--- config.mk ---
export PLATFORM = sky130hd
export DESIGN_NAME = midi_message_parser
export DESIGN_NICKNAME = d
export VERILOG_FILES = /design/src/rtl/midi_pkg.sv /design/src/rtl/midi_byte_classify.sv /design/src/rtl/midi_message_parser.sv
export SDC_FILE = /design/constraint.sdc
export NUM_CORES = 1
export LEC_CHECK = 0
export CAP_MARGIN = 20
export CORE_ASPECT_RATIO = 1.75
export CORE_UTILIZATION = 58
export CTS_BUF_LIST = sky130_fd_sc_hd__clkbuf_4 sky130_fd_sc_hd__clkbuf_8
export DETAILED_ROUTE_END_ITERATION = 8
export PLACE_DENSITY = 0.88
export SETUP_SLACK_MARGIN = 0.05
export SLEW_MARGIN = 20
export SYNTH_ARGS = -nofsm -noshare
export SYNTH_HDL_FRONTEND = slang
export SYNTH_SLANG_ARGS = --single-unit
--- constraint.sdc ---
create_clock -name Clock -period 4.17 [get_ports Clock]
set_input_delay 0.834 -clock Clock [delete_from_list [all_inputs] [get_ports Clock]]
set_output_delay 0.834 -clock Clock [all_outputs]
set_load 0.01 [all_outputs]
--- src/rtl/midi_pkg.sv ---
// Shared MIDI constants, message-type encodings and byte-class record for the
// message parser and its byte classifier.
package midi_pkg;

  localparam logic [7:0] STATUS_MIN  = 8'h80;
  localparam logic [7:0] SYSEX_START = 8'hF0;
  localparam logic [7:0] SYSEX_END   = 8'hF7;
  localparam logic [7:0] RT_MIN      = 8'hF8;

  typedef enum logic [2:0] {
    MSG_NOTE_OFF = 3'd0,
    MSG_NOTE_ON  = 3'd1,
    MSG_POLY_AT  = 3'd2,
    MSG_CC       = 3'd3,
    MSG_PROG     = 3'd4,
    MSG_CHAN_AT  = 3'd5,
    MSG_BEND     = 3'd6
  } msg_type_e;

  typedef struct packed {
    logic       is_data;
    logic       is_chan_status;
    logic       is_rt;
    logic       is_sys_common;
    logic [1:0] data_len;
  } byte_class_t;

  // Number of data bytes that follow a status byte (0 for data/real-time bytes).
  function automatic logic [1:0] data_len(input logic [7:0] status);
    if (status < STATUS_MIN) return 2'd0;
    if (status < 8'hC0)      return 2'd2;
    if (status < 8'hE0)      return 2'd1;
    if (status < 8'hF0)      return 2'd2;
    case (status)
      8'hF1, 8'hF3: return 2'd1;
      8'hF2:        return 2'd2;
      default:      return 2'd0;
    endcase
  endfunction

endpackage

--- src/rtl/midi_byte_classify.sv ---
// Combinational decode of one received MIDI byte into its protocol class.
module midi_byte_classify
  import midi_pkg::*;
(
  input  logic [7:0]  byte_in,
  output byte_class_t cls
);

  always_comb begin
    cls                = '0;
    cls.is_data        = ~byte_in[7];
    cls.is_chan_status = byte_in[7] && (byte_in < SYSEX_START);
    cls.is_rt          = (byte_in >= RT_MIN);
    cls.is_sys_common  = (byte_in >= SYSEX_START) && (byte_in < RT_MIN);
    cls.data_len       = data_len(byte_in);
  end

endmodule

--- src/rtl/midi_message_parser.sv ---
// MIDI byte-stream parser: tracks (running) status, assembles channel voice
// messages, forwards real-time bytes and flags dropped bytes.
module midi_message_parser
  import midi_pkg::*;
#(
  parameter bit         CHAN_FILTER_EN      = 1'b0,
  parameter logic [3:0] CHAN_SEL            = 4'd0,
  parameter bit         NOTE_ON_ZERO_IS_OFF = 1'b1
) (
  input  logic       Clock,
  input  logic       Reset,
  input  logic [7:0] Byte_in,
  input  logic       Byte_valid,
  output logic       Msg_valid,
  output logic [2:0] Msg_type,
  output logic [3:0] Msg_channel,
  output logic [6:0] Msg_data1,
  output logic [6:0] Msg_data2,
  output logic       Rt_valid,
  output logic [7:0] Rt_byte,
  output logic       Err_pulse
);

  localparam logic [2:0] ST_IDLE    = 3'd0;
  localparam logic [2:0] ST_WAIT_D1 = 3'd1;
  localparam logic [2:0] ST_WAIT_D2 = 3'd2;
  localparam logic [2:0] ST_SKIP    = 3'd3;
  localparam logic [2:0] ST_SYSEX   = 3'd4;

  logic [2:0]  state;
  logic [7:0]  status_q;
  logic        rs_valid;
  logic [6:0]  d1_q;
  logic [1:0]  skip_cnt;
  byte_class_t cls;

  logic [1:0]  cur_len;
  logic        done, ch_ok;
  logic [2:0]  cmp_type;
  logic [6:0]  cmp_d1, cmp_d2;

  midi_byte_classify u_classify (.byte_in(Byte_in), .cls(cls));

  always_comb begin
    cur_len  = data_len(status_q);
    done     = Byte_valid && cls.is_data &&
               ((state == ST_WAIT_D2) ||
                (cur_len == 2'd1 && (state == ST_WAIT_D1 || (state == ST_IDLE && rs_valid))));
    cmp_d1   = (state == ST_WAIT_D2) ? d1_q : Byte_in[6:0];
    cmp_d2   = (cur_len == 2'd1) ? 7'd0 : Byte_in[6:0];
    cmp_type = status_q[6:4];
    // Velocity-0 Note On is reported as Note Off; running status is left as 9n.
    if (NOTE_ON_ZERO_IS_OFF && cmp_type == MSG_NOTE_ON && cmp_d2 == 7'd0)
      cmp_type = MSG_NOTE_OFF;
    ch_ok    = !CHAN_FILTER_EN || (status_q[3:0] == CHAN_SEL);
  end

  always_ff @(posedge Clock) begin
    if (Reset) begin
      state       <= ST_IDLE;
      status_q    <= '0;
      rs_valid    <= 1'b0;
      d1_q        <= '0;
      skip_cnt    <= '0;
      Msg_valid   <= 1'b0;
      Msg_type    <= '0;
      Msg_channel <= '0;
      Msg_data1   <= '0;
      Msg_data2   <= '0;
      Rt_valid    <= 1'b0;
      Rt_byte     <= '0;
      Err_pulse   <= 1'b0;
    end else begin
      Msg_valid <= 1'b0;
      Rt_valid  <= 1'b0;
      Err_pulse <= 1'b0;
      if (Byte_valid) begin
        if (cls.is_rt) begin
          Rt_valid <= 1'b1;
          Rt_byte  <= Byte_in;
        end else if (cls.is_chan_status) begin
          status_q  <= Byte_in;
          rs_valid  <= 1'b1;
          d1_q      <= '0;
          state     <= ST_WAIT_D1;
          Err_pulse <= (state == ST_WAIT_D2);
        end else if (cls.is_sys_common) begin
          case (Byte_in)
            SYSEX_START: begin
              rs_valid <= 1'b0;
              state    <= ST_SYSEX;
            end
            SYSEX_END: if (state == ST_SYSEX) state <= ST_IDLE;
            8'hF1, 8'hF2, 8'hF3: begin
              rs_valid <= 1'b0;
              skip_cnt <= cls.data_len;
              state    <= ST_SKIP;
            end
            default: begin
              rs_valid <= 1'b0;
              state    <= ST_IDLE;
            end
          endcase
        end else if (done) begin
          state <= ST_IDLE;
          if (ch_ok) begin
            Msg_valid   <= 1'b1;
            Msg_type    <= cmp_type;
            Msg_channel <= status_q[3:0];
            Msg_data1   <= cmp_d1;
            Msg_data2   <= cmp_d2;
          end
        end else begin
          case (state)
            ST_IDLE: begin
              if (!rs_valid) Err_pulse <= 1'b1;
              else begin
                d1_q  <= Byte_in[6:0];
                state <= ST_WAIT_D2;
              end
            end
            ST_WAIT_D1: begin
              d1_q  <= Byte_in[6:0];
              state <= ST_WAIT_D2;
            end
            ST_SKIP: begin
              skip_cnt <= skip_cnt - 2'd1;
              if (skip_cnt <= 2'd1) state <= ST_IDLE;
            end
            default: ;
          endcase
        end
      end
    end
  end

endmodule

After elaboration in Yosys (flattened, before gate mapping)
Cells that the tools add are included.

storage, ports and cells
  logic and storage cells = 150
  flip-flop bits (word level) = 53
  output and inout bits = 32

cells by class
  reductions and logical operators = 28
  bitwise logic cells = 5
  equality and inequality tests = 23
  multiplexer cells = 68
  add/sub/neg operators = 1
  $lt $le $gt $ge = 12

operators with widths
  cell                  count
  $lt A8 B8 Y1 const B  9
  $eq A8 B8 Y1 const B  8
  $mux W7               6
  $mux W2               20
  $mux W1               30
  $mux W3               7
  $pmux W3 S3           2
  $reduce_and A6 Y1     3
  $ge A8 B8 Y1 const B  2
  $pmux W7 S2           1
  $ne A5 B5 Y1 const B  2
  $pmux W2 S2           2
  $logic_and A1 B1 Y1   7
  $logic_not A7 Y1      1
  $eq A3 B1 Y1 const B  2
  $eq A3 B2 Y1 const B  2
  $ne A2 B2 Y1 const B  3
  $reduce_bool A6 Y1    1
  $reduce_or A2 Y1      3
  $reduce_or A3 Y1      2
  $not A1 Y1            5
  $reduce_and A5 Y1     1
  $reduce_or A5 Y1      1
  $ne A2 B1 Y1 const B  2
  13 further kinds      15

Depth between registers and ports, before layout
  depth in word-level cells = 19
  gate-level depth with buffers = 9
  mapped depth without buffers = 6

By module
A second synthesis with hierarchy kept.

second synthesis, totals
  cells, all modules = 289
  area total of the unflattened synthesis = 2,389.8 µm²

modules (own cells, without submodules)
  module               instances  area an instance (µm²)  cells each
  midi_message_parser  1          2,317.2                 277
  midi_byte_classify   1          72.6                    12

Least setup slack after synthesis
Ideal clock, no wire load.

  path kind = input to register
  start point = in Byte_in[7]
  end point = reg Msg_data1[0]
  arrival = 1.940 ns
  buffers on the path = 3
  stages = 8
  path slack = 2.145 ns
  cells stage by stage = nor2_2 > and4_4 > buf_6 > a41o_1 > buf_4 > buf_4 > nor2_1 > a211oi_1

on the way
  word-level cells in the longest chain between the ends = 4
  elaborated cells between the ends (all ways) = 13

RTL lines
  what                                                                RTL line                                                                       source
  start: declaration                                                  midi_message_parser.sv:12                                                      input logic [7:0] Byte_in,
  $lt A8 B8 Y1 (tied with other cells)                                midi_byte_classify.sv:12                                                       cls.is_chan_status = byte_in[7] && (byte_in < SYSEX_START);
  $logic_and A1 B1 Y1 (on tied branches)                              midi_byte_classify.sv:12, midi_message_parser.sv:46, midi_byte_classify.sv:14
  $not A1 Y1 (no line) / $logic_and A1 B1 Y1 (equally long branches)  -
  $reduce_and A5 Y1 (no line) (*)                                     -
  end signal: assignment                                              midi_message_parser.sv:110                                                     Msg_data1 <= cmp_d1;
  end: declaration                                                    midi_message_parser.sv:17                                                      output logic [6:0] Msg_data1,

Mark *: on every way between the ends. The rest lies on a longest branch, timed or not.
A chain may end at the register's enable or synchronous reset.

Worst setup path after layout
  start point = in Byte_in[7]
  end point = reg state[1]

on the way
  word-level cells in the longest chain between the ends = 6
  elaborated cells between the ends (all ways) = 25

RTL lines
  what                                                                  RTL line                    source
  parallel branches: the longest is 6 deep, another holds $ge A8 B8 Y1  -
  end signal: assignment                                                midi_message_parser.sv:85   state <= ST_WAIT_D1;
  end signal: assignment                                                midi_message_parser.sv:91   state <= ST_SYSEX;
  end signal: assignment                                                midi_message_parser.sv:105  state <= ST_IDLE;
  end: declaration                                                      midi_message_parser.sv:30   logic [2:0] state;

Several ways; the timed one is not identified.

==> flow_metrics.tcl <==
set metrics [dict create \
    max_slew_margin 0.3662 \
    vdd_drop_max_uv 347.0 \
    hp-class "flip-flop to flip-flop" \
    synth.yosys.seq_area_share 0.4624 \
    rsz0062_at_grt "no" \
    yosys-top-cells-count "dfxtp_1 (53), nor2_1 (36), a21oi_1 (26), nand2_1 (26), mux2i_1 (17)" \
    initial_core_util 0.6200 \
    cp-end-kind "flip-flop" \
    crit_fanout 16 \
    synth_ff_type "dfxtp_1" \
    die_h_um 85.21 \
    tightest_slew_ns 0.9507 \
    holdPathEnd "status_q[7]" \
    worstSetupStartpointType "primary input" \
    rr_worst_depth 5 \
    ios 43 \
    fillers 299 \
    drt_iter0_markers 67 \
    h-tree-depth 2 \
    syn_area_mm2 0.002295 \
    synth_largest_area_cell "dfxtp_1" \
    hpwl_um 3571 \
    cts_sinks 53 \
    cts_root_buf "clkbuf_8" \
    die_w_um 49.55 \
    fin_crit_ns 2.653 \
    syn_to_final_growth_pct 21.32 \
    portBuffers 42 \
    p_leak_uw 0.0009735 \
    cts_resized 0 \
    reg2reg_from "state[2]" \
    path_clk_slew_ns 0.09 \
    startpoint "Byte_in[7]" \
    grt_overflow 0 \
    worstPathRequired_ns 4.37 \
    max_cap_viol_count 0 \
    cellPowerDensity_mw_per_mm2 348.3 \
    grt_first_pass_wirelength_um 8756 \
    synth.avg_cell_area_um2 8.659 \
    ys_ff_latch 53 \
    setup_viol 0 \
    stdcell_count 342 \
    grt_max_degree 55 \
    vias 2041 \
    cts_max_path_buffers 2 \
    hold_buffers 0 \
    finalWirelength_um 5366 \
    drive_gt1_frac 0.06081 \
    synthTopCellsByArea "dfxtp_1 (46%), mux2i_1 (7.4%), nor2_1 (5.9%), a21oi_1 (5.7%), nand2_1 (4.3%)" \
    stdcell_area_mm2 0.002784 \
    rows 29 \
    nets 307 \
    crit_type "primary input to flip-flop" \
    yosys.cell_types.count 42 \
    fmax_ghz 0.3769 \
    insertedDiodeCount 0 \
    hold_depth 2 \
    dr.pass1.iters 4 \
    placed_area_mm2 0.002679 \
    dieArea_mm2 0.004221 \
    hold_start "status_q[7]" \
    synthCells 265 \
    drc 0 \
    report.final.slew_viol_count 0 \
    timing.hold.ws_ns 0.4568 \
    drtAntennaViolNets 0 \
    numCtsBuffers 5 \
    core-area_mm2 0.003701 \
    p_total_uw 969.7 \
    viasPerCell 5.968 \
    dp_cells 334 \
    min_period_over_period 0.6363 \
    status "finished, final reports clean" \
    cts_setup_buffers 0 \
    place.gp.congestion 0.9409 \
    drt-wirelength-per-cell_um 15.69 \
    synth_most_common_cell "dfxtp_1" \
    yosysWarnings 0 \
    synth_top_area_share 0.4624 \
    fin_skew_ns 0.006553 \
    synth-edff-count 0 \
    antenna_found_initial 0 \
    async_flop_share 0 \
    hold_viol 0 \
    cts_tree "yes" \
    r2r_end "state[1]" \
    tns_ns 0 \
    clk_latency_ns 0.31 \
    synth_nets 277 \
    reg2reg_slack_ns 2.17 \
    grt_pass1_vias 1925 \
    grt_use_total 0.2685 \
    critPathArrivalTime_ns 2.86 \
]
## report_power, final
group          switching, µW  internal (µW)
sequential              12.2            521
clock                    169            154
combinational           67.8           46.0
## cell families (layout without fill, tap and decap cells)
family | after synthesis | in the layout | synth area share
flops | 53 | 53 | 0.4624
compound gates | 67 | 67 | 0.1892
simple gates | 100 | 100 | 0.2137
buf+inv | 27 | 58 | 0.05507
mux | 17 | 17 | 0.07415
fa+ha+maj | 1 | 1 | 0.005452
## metal layers
metal	track usage	vias up	share of wire
met5	0	-	0
met4	0.1429	0	0.025
met3	0.05556	15	0.051
met2	0.4533	76	0.50
met1	0.3116	952	0.43
li1	-	998	-
## worst max-delay path by stage
stage | depth (start not counted) | to | slack (ns)
floorplan | 8 | Msg_data1[0] | 2.14
global placement | 6 | state[1] | 1.29
detailed placement | 6 | state[1] | 1.26
CTS | 6 | state[1] | 1.56
global route | 5 | state[1] | 1.40
finish | 6 | state[1] | 1.52
## cells in the final DEF (no fill, tap or decap), drive strengths merged, types with 8 or more instances in the layout
cell	netlist	routed
dfxtp	53	53
clkdlybuf4s50	0	41
nand4	8	8
nor2	37	37
a211oi	9	9
nand2	26	26
o21ai	15	15
mux2i	17	17
a21oi	27	27
## critical path, stage by stage
cell	delay [ns]
clkdlybuf4s50_1	0.63
nor2_2	0.12
and4_4	0.25
a41oi_4	0.46
a31oi_1	0.19
a2111oi_2	0.35
## cell type report
cell class | instances | area (µm²) | share of cell area
multi-input combinational | 185 | 1107 | 0.3978
sequential | 53 | 1061 | 0.3811
timing repair buffer | 44 | 430.4 | 0.1546
clock buffer | 7 | 96.34 | 0.03461
tap | 46 | 57.56 | 0.02067
inverter | 6 | 22.52 | 0.008090
clock inverter | 1 | 8.758 | 0.003146
## state kept, by name, summed over array words and instances (netlist names)
name and cells:
Msg_valid 1, Err_pulse 1, Rt_valid 1, Msg_type 3
rs_valid 1, skip_cnt 2, Msg_data1 7, Msg_channel 4
d1_q 7, status_q 8, Rt_byte 8, Msg_data2 7
state 3
## through the flow
stage               setup WS (ns)  utilization
floorplan                   2.145            -
global placement            1.292       0.7238
detailed placement          1.259       0.7238
CTS                         1.564       0.7522
global route                1.403       0.7522
finish                      1.517       0.7522
Note: power is estimated with default switching activity, not from simulation.
